### config.mk
export PLATFORM = sky130hd
export DESIGN_NAME = vga_timing_core
export DESIGN_NICKNAME = d
export VERILOG_FILES = /design/src/rtl/vga_pkg.sv /design/src/rtl/vga_pce_gen.sv /design/src/rtl/vga_timing_core.sv
export SDC_FILE = /design/constraint.sdc
export NUM_CORES = 1
export LEC_CHECK = 0
export CAP_MARGIN = 25
export CORE_MARGIN = 2
export CORE_UTILIZATION = 40
export CTS_CLUSTER_DIAMETER = 200
export CTS_CLUSTER_SIZE = 8
export DETAILED_ROUTE_END_ITERATION = 8
export PLACE_DENSITY_LB_ADDON = 0.1
export SYNTH_ARGS = -nofsm -noshare
export SYNTH_HDL_FRONTEND = slang
export SYNTH_SLANG_ARGS = --single-unit
### constraint.sdc
create_clock -name clk -period 3.7 [get_ports clk]
set_input_delay 0.37 -clock clk [delete_from_list [all_inputs] [get_ports clk]]
set_output_delay 0.37 -clock clk [all_outputs]
set_load 0.05 [all_outputs]
### src/rtl/vga_pkg.sv
// vga_pkg: shared VGA timing defaults, coordinate width, sync bundle type and a clog2 helper
package vga_pkg;
  localparam int H_DISPLAY_D = 1366;
  localparam int H_FP_D = 70;
  localparam int H_SYNC_D = 143;
  localparam int H_BP_D = 213;
  localparam int V_DISPLAY_D = 768;
  localparam int V_FP_D = 3;
  localparam int V_SYNC_D = 3;
  localparam int V_BP_D = 24;
  localparam int COORD_WIDTH = 11;
  typedef struct packed {
    logic hs;
    logic vs;
    logic de;
  } sync_t;
  function automatic int clog2(input int v);
    int r;
    r = 0;
    while ((1 << r) < v) r = r + 1;
    return r;
  endfunction
endpackage

### src/rtl/vga_pce_gen.sv
// vga_pce_gen: fractional pixel-clock enable, NUM pulses every DEN clocks
//   clk, reset : system clock, synchronous active-high reset
//   pix_ce     : registered enable, pattern set by the accumulator
module vga_pce_gen import vga_pkg::*; #(
  parameter int NUM = 6,
  parameter int DEN = 7
) (
  input  logic clk,
  input  logic reset,
  output logic pix_ce
);
  localparam int AW = clog2(DEN) + 1;
  logic [AW-1:0] acc, sum;
  assign sum = acc + AW'(NUM);
  always_ff @(posedge clk) begin
    if (reset) begin
      acc <= '0;
      pix_ce <= 1'b0;
    end else begin
      acc <= (sum >= AW'(DEN)) ? sum - AW'(DEN) : sum;
      pix_ce <= (sum >= AW'(DEN));
    end
  end
endmodule

### src/rtl/vga_timing_core.sv
// vga_timing_core: VGA raster timing with fractional pixel enable, delayed sync/DE and vblank update handshake
//   clk, reset            : 100 MHz clock, synchronous active-high reset
//   pix_ce                : pixel enable, raster state advances only when high
//   pix_x, pix_y, active  : undelayed raster position and visible-area flag
//   line_start/frame_start: 1-clk pulses aligned with pix_x (and pix_y) becoming 0
//   hsync, vsync, de      : PIPE_DELAY pixel-enables late, sync polarity per HS_POL/VS_POL
//   frame_count           : frames completed, wraps
//   upd_req / upd_ack     : level request, 1-clk ack at vblank entry
module vga_timing_core import vga_pkg::*; #(
  parameter int H_DISPLAY = H_DISPLAY_D,
  parameter int H_FP = H_FP_D,
  parameter int H_SYNC = H_SYNC_D,
  parameter int H_BP = H_BP_D,
  parameter int V_DISPLAY = V_DISPLAY_D,
  parameter int V_FP = V_FP_D,
  parameter int V_SYNC = V_SYNC_D,
  parameter int V_BP = V_BP_D,
  parameter bit HS_POL = 1'b0,
  parameter bit VS_POL = 1'b0,
  parameter int PCE_NUM = 6,
  parameter int PCE_DEN = 7,
  parameter int PIPE_DELAY = 2,
  parameter int X_W = COORD_WIDTH,
  parameter int Y_W = COORD_WIDTH - 1
) (
  input  logic           clk,
  input  logic           reset,
  output logic           pix_ce,
  output logic [X_W-1:0] pix_x,
  output logic [Y_W-1:0] pix_y,
  output logic           active,
  output logic           line_start,
  output logic           frame_start,
  output logic           hsync,
  output logic           vsync,
  output logic           de,
  output logic [15:0]    frame_count,
  input  logic           upd_req,
  output logic           upd_ack
);
  localparam int H_TOTAL = H_DISPLAY + H_FP + H_SYNC + H_BP;
  localparam int V_TOTAL = V_DISPLAY + V_FP + V_SYNC + V_BP;
  logic [X_W-1:0] h, h_nx;
  logic [Y_W-1:0] v, v_nx;
  logic h_wrap;
  sync_t raw;
  sync_t dl [0:PIPE_DELAY];
  vga_pce_gen #(.NUM(PCE_NUM), .DEN(PCE_DEN)) u_pce (.clk(clk), .reset(reset), .pix_ce(pix_ce));
  always_comb begin
    h_wrap = (h == X_W'(H_TOTAL - 1));
    h_nx = h_wrap ? '0 : h + 1'b1;
    v_nx = !h_wrap ? v : (v == Y_W'(V_TOTAL - 1)) ? '0 : v + 1'b1;
    raw.hs = (h_nx >= X_W'(H_DISPLAY + H_FP)) && (h_nx < X_W'(H_DISPLAY + H_FP + H_SYNC));
    raw.vs = (v_nx >= Y_W'(V_DISPLAY + V_FP)) && (v_nx < Y_W'(V_DISPLAY + V_FP + V_SYNC));
    raw.de = (h_nx < X_W'(H_DISPLAY)) && (v_nx < Y_W'(V_DISPLAY));
  end
  // dl[0] is registered alongside h/v so it carries the undelayed flags; dl[k] is k pixel-enables late
  always_ff @(posedge clk) begin
    if (reset) begin
      h <= '0;
      v <= '0;
      line_start <= 1'b0;
      frame_start <= 1'b0;
      frame_count <= '0;
      upd_ack <= 1'b0;
      for (int i = 0; i <= PIPE_DELAY; i++) dl[i] <= '0;
    end else begin
      line_start <= pix_ce && h_wrap;
      frame_start <= pix_ce && h_wrap && (v_nx == '0);
      upd_ack <= pix_ce && h_wrap && (v_nx == Y_W'(V_DISPLAY)) && upd_req;
      if (pix_ce) begin
        h <= h_nx;
        v <= v_nx;
        dl[0] <= raw;
        for (int i = 1; i <= PIPE_DELAY; i++) dl[i] <= dl[i-1];
        if (h_wrap && (v_nx == '0)) frame_count <= frame_count + 16'd1;
      end
    end
  end
  assign pix_x = h;
  assign pix_y = v;
  assign active = dl[0].de;
  assign hsync = dl[PIPE_DELAY].hs ^ ~HS_POL;
  assign vsync = dl[PIPE_DELAY].vs ^ ~VS_POL;
  assign de = dl[PIPE_DELAY].de;
endmodule
## After elaboration in Yosys (flattened, before gate mapping)

Memory sizes are Yosys's and may differ from the RTL's.
Cells that the tools add are included.

| word-level totals | value |
|---|---|
| output and inout port bits | 45 |
| register bits after elaboration | 45 |
| memory bits (writable) | 9 |
| memories kept | 1 |
| word-level logic and storage cells | 51 |
| memory bits (read-only) | 0 |
| bits in latches | 0 |
| input port bits | 3 |

Memory list:

| memory | words | width | rd ports | clocked after memory_dff | write ports | line | source |
|---|---|---|---|---|---|---|---|
| dl | 3 | 3 | 3 | 0 | 3 | vga_timing_core.sv:47 | `sync_t dl [0:PIPE_DELAY];` |

| cells by class | value |
|---|---|
| reduce and logical (&&, ||, !) cells | 10 |
| muxes and demuxes | 12 |
| order comparisons | 7 |
| add/subtract/negate cells | 5 |
| equal/unequal tests | 3 |
| multiply operators | 0 |
| shift-type cells | 0 |
| div/mod/pow operators | 0 |
| bitwise logic cells | 5 |

Operators by type and width:

| operator | count |
|---|---|
| 11-bit less-than comparator, second input constant | 2 |
| 10-bit equality test, second input constant | 2 |
| 10-bit less-than comparator, second input constant | 2 |
| 10-bit 2-to-1 mux | 2 |
| 16-bit by 1-bit adder with 16-bit output, second input constant | 1 |
| 11-bit by 1-bit adder with 11-bit output, second input constant | 1 |
| 11-bit equality test, second input constant | 1 |
| 11-bit >= comparator, second input constant | 1 |
| 11-bit 2-to-1 mux | 1 |
| 10-bit by 1-bit adder with 10-bit output, second input constant | 1 |
| 10-bit >= comparator, second input constant | 1 |
| 10-bit logical NOT | 1 |
| 3-bit 2-to-1 mux | 3 |
| 1-bit logical AND | 8 |
| 1-bit 2-to-1 mux | 5 |
| 4-bit by 3-bit adder with 4-bit output, second input constant | 1 |
| 4-bit by 3-bit >= comparator with 1-bit output, second input constant | 1 |
| 4-bit 2-to-1 mux | 1 |
| 4-bit by 3-bit subtractor with 4-bit output, second input constant | 1 |
| 1-bit bitwise OR | 3 |
| 1-bit inverter | 2 |
| 2-bit AND reduction | 1 |

## Depth between registers and ports, before layout

Gate-level depths: netlist of the first run.

| logic depth | value |
|---|---|
| depth after elaboration | 6 |
| mapped depth | 13 |

## Cells and area by module

Synthesis of the first run repeated with hierarchy kept, for this count alone.

| unflattened totals | value |
|---|---|
| cell total of the unflattened synthesis | 398 |
| area total of the unflattened synthesis | 3229.3 sq um |

By module, submodules not included:

| module | cells an instance | times used | area each (sq um) | seq. area each (sq um) |
|---|---|---|---|---|
| vga_timing_core | 372 | 1 | 2964.1 | 1071.0 |
| vga_pce_gen | 26 | 1 | 265.3 | 100.1 |

## Least setup slack after synthesis of the first run

OpenSTA, ideal clock, no wires.

| timing | value |
|---|---|
| kind | register to register |
| start | register h[0] (netlist: pix_x[0]) |
| end | register frame_count[12] |
| path slack | 0.516 ns |
| arrival time | 3.051 ns |
| stages on the path, launching flop included | 13 |
| library setup time | 0.132 ns |
| required time | 3.568 ns |
| path through | dfxtp_1 -> ha_1 -> buf_2 -> and3_1 -> and3_4 -> buf_6 -> o21ai_2 -> a221o_1 -> or4_4 -> buf_6 -> clkbuf_1 -> o21ai_0 -> a21oi_1 |

| between the ends | value |
|---|---|
| longest elaborated chain between the ends | 5 |

Ends and longest elaborated chain:

| item | line | source |
|---|---|---|
| from (decl) | vga_timing_core.sv:43 | `logic [X_W-1:0] h, h_nx;` |
| from (signal assigned) | vga_timing_core.sv:72 | `h <= h_nx;` |
| 11-bit equality test * | vga_timing_core.sv:50 | `h_wrap = (h == X_W'(H_TOTAL - 1));` |
| 10-bit 2-to-1 mux | vga_timing_core.sv:52 | `v_nx = !h_wrap ? v : (v == Y_W'(V_TOTAL - 1)) ? '0 : v + 1'b1;` |
| 10-bit logical NOT | vga_timing_core.sv:76 | `if (h_wrap && (v_nx == '0)) frame_count <= frame_count + 16'd1;` |
| 1-bit logical AND * | vga_timing_core.sv:76 |  |
| 2-bit AND reduction (no line) * | -- |  |
| to (signal assigned) | vga_timing_core.sv:76 |  |
| to (decl) | vga_timing_core.sv:37 | `output logic [15:0] frame_count,` |

Every way passes the cells marked *; elsewhere a longest branch is shown, timed or not.
A chain may end at the register's enable or synchronous reset.

## Worst setup path in the final report of the first run

| timing | value |
|---|---|
| start | register h[0] (netlist: pix_x[0]) |
| end | register frame_count[5] |

Same word-level chain as after synthesis.

==> qor.yml, run 1 <==
outcome:
  outcome: "complete, no violations"
cts:
  cts.path.max_buffers: 2
  cts-root-buf: "clkbuf_8"
  holdBufCountCts: 0
  cts_tree: "done"
  cts_buffers: 5
  cts_setup_buffers: 0
  clkSlewWorstSetupHoldPaths_ns: 0.10
  clock_sinks: 54
  clk_latency_ns: 0.30
  htreeDepth: 2
  post_cts_resized: 0
worst_setup_path:
  crit_type: "reg -> reg"
  crit_arrival_ns: 3.26
  critPathLaunch: "pix_x[0]$_SDFFE_PP0P_"
  startpoint_type: "flip-flop"
  reg2reg_slack_ns: 0.68
  rr_worst_depth: 8
  worstPathCellList: "ha_1, and3_1, and3_4, o21ai_0, a221o_1, or4_4, or3_1, a21oi_1"
  crit_path_max_incr_delay_ns: 0.66
  crit_end: "frame_count[5]$_SDFFE_PP0P_"
  critPathSlowestCell: "or4_4"
  r2r-start: "pix_x[0]$_SDFFE_PP0P_"
  critPathMaxFanout: 24
  critPathCaptureType: "flip-flop"
  rr_endpoint: "frame_count[5]$_SDFFE_PP0P_"
  required_ns: 3.94
power_and_ir_drop:
  p_per_area_nw_per_um2: 454.4
  vdd_drop_max_mv: 0.2236
  leakage_nw: 1.262
detailed_routing:
  ant_nets: 0
  drcViolationCount: 0
  wl_met3_um: 349
  vias_per_cell: 5.505
  wl_per_cell_um: 14.04
  maxUsedRoutingLayer: "met4"
  wl_mm: 7.342
  drt_pass1_iterations: 4
  dr_total_vias: 2879
  met1Wirelength_mm: 3.527
  dr_wl_met2_mm: 3.333
  drt-initial-drc-count: 138
floorplanning:
  die_x_um: 92.10
  die_area_um2: 8481
  core_area_um2: 7607
  io_pins: 48
  rows: 32
  initial_core_util: 0.4081
  dieHeight_um: 92.10
placement:
  numPortBuffers: 47
  dpl-instance-area_um2: 3610
  dp_cells: 514
  hpwlAfterDp_mm: 5.085
  gp_congestion: 0.8629
logic_synthesis:
  avgSynthCellArea_um2: 8.001
  synth_area_um2: 3104
  yosys_most_used_dff: "dfxtp_1"
  async_reset_ff_frac: 0
  seq_area_frac_synth: 0.3773
  yosysWarnings: 0
  synthCells: 388
  yosysUniqueCellTypes: 56
  synth_edf_count: 9
  syn_nets: 398
  ys_ff_latch: 54
timing:
  max_freq_ghz: 0.3308
  worstMarginPinSlew_ns: 0.5168
  rsz0062_at_grt: "no"
  post-route-min-period_ns: 3.023
  timing.clock.skew_ns: 0.005251
  hold_ws_ns: 0.4926
  relSlewSlack: 0.6544
  setup_viol_count_final: 0
  hold_violations: 0
  slew_viol_final: 0
  tns_ns: 0
  period_share: 0.8171
final_layout:
  finalInstanceArea_um2: 3725
  n_antenna_cell: 0
  fillers: 773
  stdcell_count: 523
  nNetsFinal: 430
  final_core_util: 0.4896
  layout-drive-gt1-share: 0.05701
  syn_to_final_growth_pct: 19.99
global_route:
  grt_max_degree: 45
  grt_pass1_vias: 2558
  overflow: 0
  grt_util_all_layers: 0.1793
  grt_pass1_wl_mm: 12.41
  grt_antenna_before_repair: 0
flow_run:
  cap_violations: 0
worst_hold_path:
  hp-class: "reg -> reg"
  min_from: "frame_count[1]$_SDFFE_PP0P_"
  min_path_cells: 2
-- where the power goes --
| group | leakage, nW | internal [mW] | switching [mW] |
|---|---|---|---|
| clock network | 0.0514 | 0.202 | 0.198 |
| logic | 0.750 | 0.202 | 0.356 |
| registers | 0.461 | 0.676 | 0.0583 |
| total | 1.26 | 1.08 | 0.612 |
-- per-stage QoR --
stage / power [mW] / setup WS [ns]
floorplan: 1.160 / 0.5162
global placement: 1.300 / 0.6303
detailed placement: 1.309 / 0.4950
CTS: 1.714 / 0.4663
global route: 1.804 / 0.3764
finish: 1.693 / 0.6766
-- sequential cells by signal (all words and copies together) (netlist names), 4 cells and up --
register     count
dl               9
frame_count     16
pix_x           11
pix_y           10
u_pce.acc        4
-- layer usage --
| metal | up-vias | track usage |
|---|---|---|
| li1 | 1459 | - |
| met1 | 1335 | 0.2404 |
| met2 | 75 | 0.2935 |
| met3 | 10 | 0.03369 |
| met4 | 0 | 0.05348 |
| met5 | - | 0 |
-- cell families (layout without fill, tap and decap cells) --
kind of cell,count (synthesis),count (layout),synth area share
buffers and inverters,42,75,0.05763
adder cells (fa/ha/maj),8,8,0.03144
flip-flops,54,54,0.3773
XOR/XNOR,14,14,0.03950
AO/OA/AOI/OAI,94,94,0.1822
AND/OR/NAND/NOR,170,170,0.2926
multiplexers,6,6,0.01935
-- worst min-delay path by stage --
| stage | slack (ns) | to |
|---|---|---|
| final | 0.49 | frame_count[1]$_SDFFE_PP0P_ |
| after global routing | 0.53 | frame_count[1]$_SDFFE_PP0P_ |
| after CTS | 0.50 | frame_count[1]$_SDFFE_PP0P_ |
| after detailed placement | 0.49 | frame_count[1]$_SDFFE_PP0P_ |
| after global placement | 0.48 | frame_count[1]$_SDFFE_PP0P_ |
| after floorplan | 0.50 | dl[0][4]$_SDFFCE_PN0P_ |
-- cell usage after synthesis, drive strengths merged (7+ instances only) --
| cell | count | area share |
|---|---|---|
| clkbuf | 17 | 0.021 |
| or3 | 10 | 0.020 |
| nor2 | 36 | 0.044 |
| nand2 | 36 | 0.044 |
| nand4 | 11 | 0.022 |
| nand3 | 19 | 0.031 |
| o21ai | 25 | 0.042 |
| a21oi | 38 | 0.061 |
| buf | 10 | 0.019 |
| and3 | 10 | 0.022 |
| xnor2 | 8 | 0.023 |
| dfxtp | 45 | 0.29 |
| ha | 7 | 0.028 |
| and2 | 10 | 0.020 |
| inv | 15 | 0.018 |
| edfxtp | 9 | 0.087 |
-- cells in the final DEF (no fill, tap or decap), drive strengths merged, types with 2 or more instances in the layout --
master,Yosys,layout
clkdlybuf4s50,0,47
dfxtp,45,45
a21oi,38,38
nor2,36,36
nand2,36,36
o21ai,25,25
nand3,19,19
inv,15,15
nand4,11,11
or3,10,10
and2,10,10
and3,10,10
edfxtp,9,9
xnor2,8,8
ha,7,7
clkbuf,17,7
nor3,6,6
xor2,6,6
mux2i,6,6
a211oi,6,6
and4,6,6
nand3b,4,4
nor4,4,4
nand2b,4,4
a31o,4,4
buf,10,4
and4b,3,3
a31oi,3,3
or4,3,3
o211ai,2,2
a22oi,2,2
or2,2,2
nor2b,2,2
o21a,2,2
a311oi,2,2
-- critical path, delay by kind of cell, from the launching register on --
kind / cells / cell delay, ns
flops: 1 / 0.45
fa+ha+maj: 1 / 0.34
simple gates: 4 / 1.60
compound gates: 3 / 0.55
-- cell type report --
cell class              instances  area [µm²]  share of cell area
multi-input cells             292        1754              0.4709
inverters                      15       56.30             0.01512
clock inverters                 2       37.54             0.01008
repair buffers                 52       505.5              0.1357
well taps                     102       127.6             0.03426
flip-flops and latches         54        1171              0.3144
clock buffers                   6       72.57             0.01948
Note: power is estimated with default switching activity, not from simulation.
==> inputs of run 2 (changes only) <==
- clock period: 3.7 -> 2.6 ns (I/O delays scaled with it)
==> run 2 against run 1 <==
Combinational power increased by 65%. Fmax increased by 18%. Utilization increased by 4.7 points. Critical path depth unchanged. Setup slack got worse by 0.63 ns. First-iteration DRC count decreased by 15%. Clock power increased by 51%. Clock-buffer cell count decreased by 1. Sequential cell count unchanged.
==> qor.yml, run 2 (synthesized netlist as in run 1, its figures left out) <==
cts:
  htreeDepth: 2
  cts_buffers: 5
  holdBufCountCts: 0
  clk_latency_ns: 0.32
  cts_tree: "done"
  clock_sinks: 54
  cts-root-buf: "clkbuf_8"
  cts.path.max_buffers: 2
  clkSlewWorstSetupHoldPaths_ns: 0.11
floorplanning:
  dieHeight_um: 92.10
  initial_core_util: 0.4081
  die_x_um: 92.10
  io_pins: 48
  core_area_um2: 7607
  die_area_um2: 8481
  rows: 32
power_and_ir_drop:
  p_total_mw: 2.546
  p_per_area_nw_per_um2: 623.3
  vdd_drop_max_mv: 0.3838
  leakage_nw: 1.430
detailed_routing:
  vias_per_cell: 5.421
  ant_nets: 0
  drt-initial-drc-count: 117
  drt_pass1_iterations: 4
  wl_per_cell_um: 14.77
  dr_total_vias: 2998
  wl_mm: 8.166
  drcViolationCount: 0
worst_setup_path:
  critPathSlowestCell: "or4_4"
  reg2reg_slack_ns: 0.04
  critPathCaptureType: "flip-flop"
  crit_type: "reg -> reg"
  crit_end: "frame_count[11]$_SDFFE_PP0P_"
  rr_endpoint: "frame_count[11]$_SDFFE_PP0P_"
  critPathLaunch: "pix_x[0]$_SDFFE_PP0P_"
  rr_worst_depth: 8
  required_ns: 2.86
  startpoint_type: "flip-flop"
  crit_path_max_incr_delay_ns: 0.60
  worstPathCellList: "ha_4, and3_4, and3_4, o21ai_1, a221o_1, or4_4, or3_4, a21oi_2"
  cpMostUsedCell: "and3_4"
  crit_arrival_ns: 2.81
  path_buf_inv: 0
  r2r-start: "pix_x[0]$_SDFFE_PP0P_"
  critPathMaxFanout: 6
  cp.depth: 8
  crit_family: "simple AND/OR/NAND/NOR gates"
global_route:
  grt_max_degree: 23
  grt_util_all_layers: 0.1885
  grt_antenna_before_repair: 0
  grt_pass1_vias: 2627
  overflow: 0
  grt_pass1_wl_mm: 12.93
final_layout:
  syn_to_final_growth_pct: 31.60
  layout-drive-gt1-share: 0.1951
  regMostFlops: "frame_count"
  finalInstanceArea_um2: 4085
  nNetsFinal: 460
  stdcell_count: 553
  mostFrequentLayoutCells: "clkdlybuf4s50_1 (47), nor2_1 (36), nand2_1 (36)"
  final_common_cell: "clkdlybuf4s50_1"
  n_antenna_cell: 0
  largest_reg_flops: 16
timing:
  relSlewSlack: 0.6495
  worstMarginPinSlew_ns: 0.5242
  hold_violations: 0
  setup_viol_count_final: 0
  post-route-min-period_ns: 2.555
  period_share: 0.9828
  hold_ws_ns: 0.5098
  timing.clock.skew_ns: 0.01188
  rsz0062_at_grt: "yes"
  slew_viol_final: 0
  max_freq_ghz: 0.3914
placement:
  dp_cells: 536
  gp_congestion: 0.8724
  numPortBuffers: 47
  hpwlAfterDp_mm: 5.633
  dpl-instance-area_um2: 3835
flow_run:
  cap_violations: 0
outcome:
  outcome: "complete, no violations"
worst_hold_path:
  hp-class: "reg -> reg"
run 2: cell count changes in the layout (fill, tap and decap cells not counted), moves of 3 or more:
cell,before,now
buf_4,4,33
dfxtp_1,45,26
dfxtp_2,0,12
o21ai_0,24,12
o21ai_1,0,12
dfxtp_4,0,7
a21oi_1,38,34
a21oi_2,0,4
ha_1,7,4
run 2: through the flow:
step	util	TNS (ns)	setup WS, ns
6_report	0.5370	0	0.04480
5_1_grt	0.5370	-0.07640	-0.01724
4_1_cts	0.5194	0	0.02066
3_5_place_dp	0.5041	0	0.007973
3_3_place_gp	0.5041	0	0.04494
2_1_floorplan	-	-0.5103	-0.1015
run 2: worst min path at each step:
stage                                 from                           to  slack, ns  depth (start not counted)
6_report       frame_count[1]$_SDFFE_PP0P_  frame_count[1]$_SDFFE_PP0P_       0.51                          2
5_1_grt              pix_x[1]$_SDFFE_PP0P_        pix_x[1]$_SDFFE_PP0P_       0.54                          2
4_1_cts        frame_count[1]$_SDFFE_PP0P_  frame_count[1]$_SDFFE_PP0P_       0.51                          2
3_5_place_dp   frame_count[1]$_SDFFE_PP0P_  frame_count[1]$_SDFFE_PP0P_       0.50                          2
3_3_place_gp   frame_count[1]$_SDFFE_PP0P_  frame_count[1]$_SDFFE_PP0P_       0.49                          2
2_1_floorplan                      upd_req           upd_ack$_SDFF_PP0_       0.39                          2
run 2: where the power goes:
group / switching, mW / internal, mW / leakage, nW
Clock: 0.311 / 0.293 / 0.0587
Combinational: 0.575 / 0.345 / 0.899
Sequential: 0.0567 / 0.967 / 0.472
Total: 0.942 / 1.60 / 1.43
run 2: routing by layer:
| layer | vias up | routed length (µm) | track usage |
|---|---|---|---|
| li1 | 1524 | - | - |
| met1 | 1387 | 4021 | 0.2654 |
| met2 | 81 | 3685 | 0.3009 |
| met3 | 6 | 380 | 0.03287 |
| met4 | 0 | 78 | 0.04478 |
| met5 | - | 0 | 0 |
run 2: cell type report:
class | count | area [µm²]
Inverter | 15 | 58.81
Sequential cell | 54 | 1212
Fill cell | 750 | 3522
Clock buffer | 5 | 68.82
Clock inverter | 3 | 47.55
Multi-Input combinational cell | 294 | 1852
Timing Repair Buffer | 80 | 718.2
Tap cell | 102 | 127.6
run 2: tightest hold or removal path, stage by stage, from the launching register on:
cell and delay (ns):
dfxtp_1 0.35, nand2_1 0.07, a21oi_1 0.05
run 2: timing repair:
| action | 4_1_cts | 5_1_grt |
|---|---|---|
| pin swaps | 0 | 17 |
| endpoints found under the setup margin | 6 | 12 |
| buffers inserted | 0 | 7 |
| cloned | 0 | 2 |
| endpoints found under the hold margin | 0 | 0 |
| gates resized for setup | 1 | 22 |
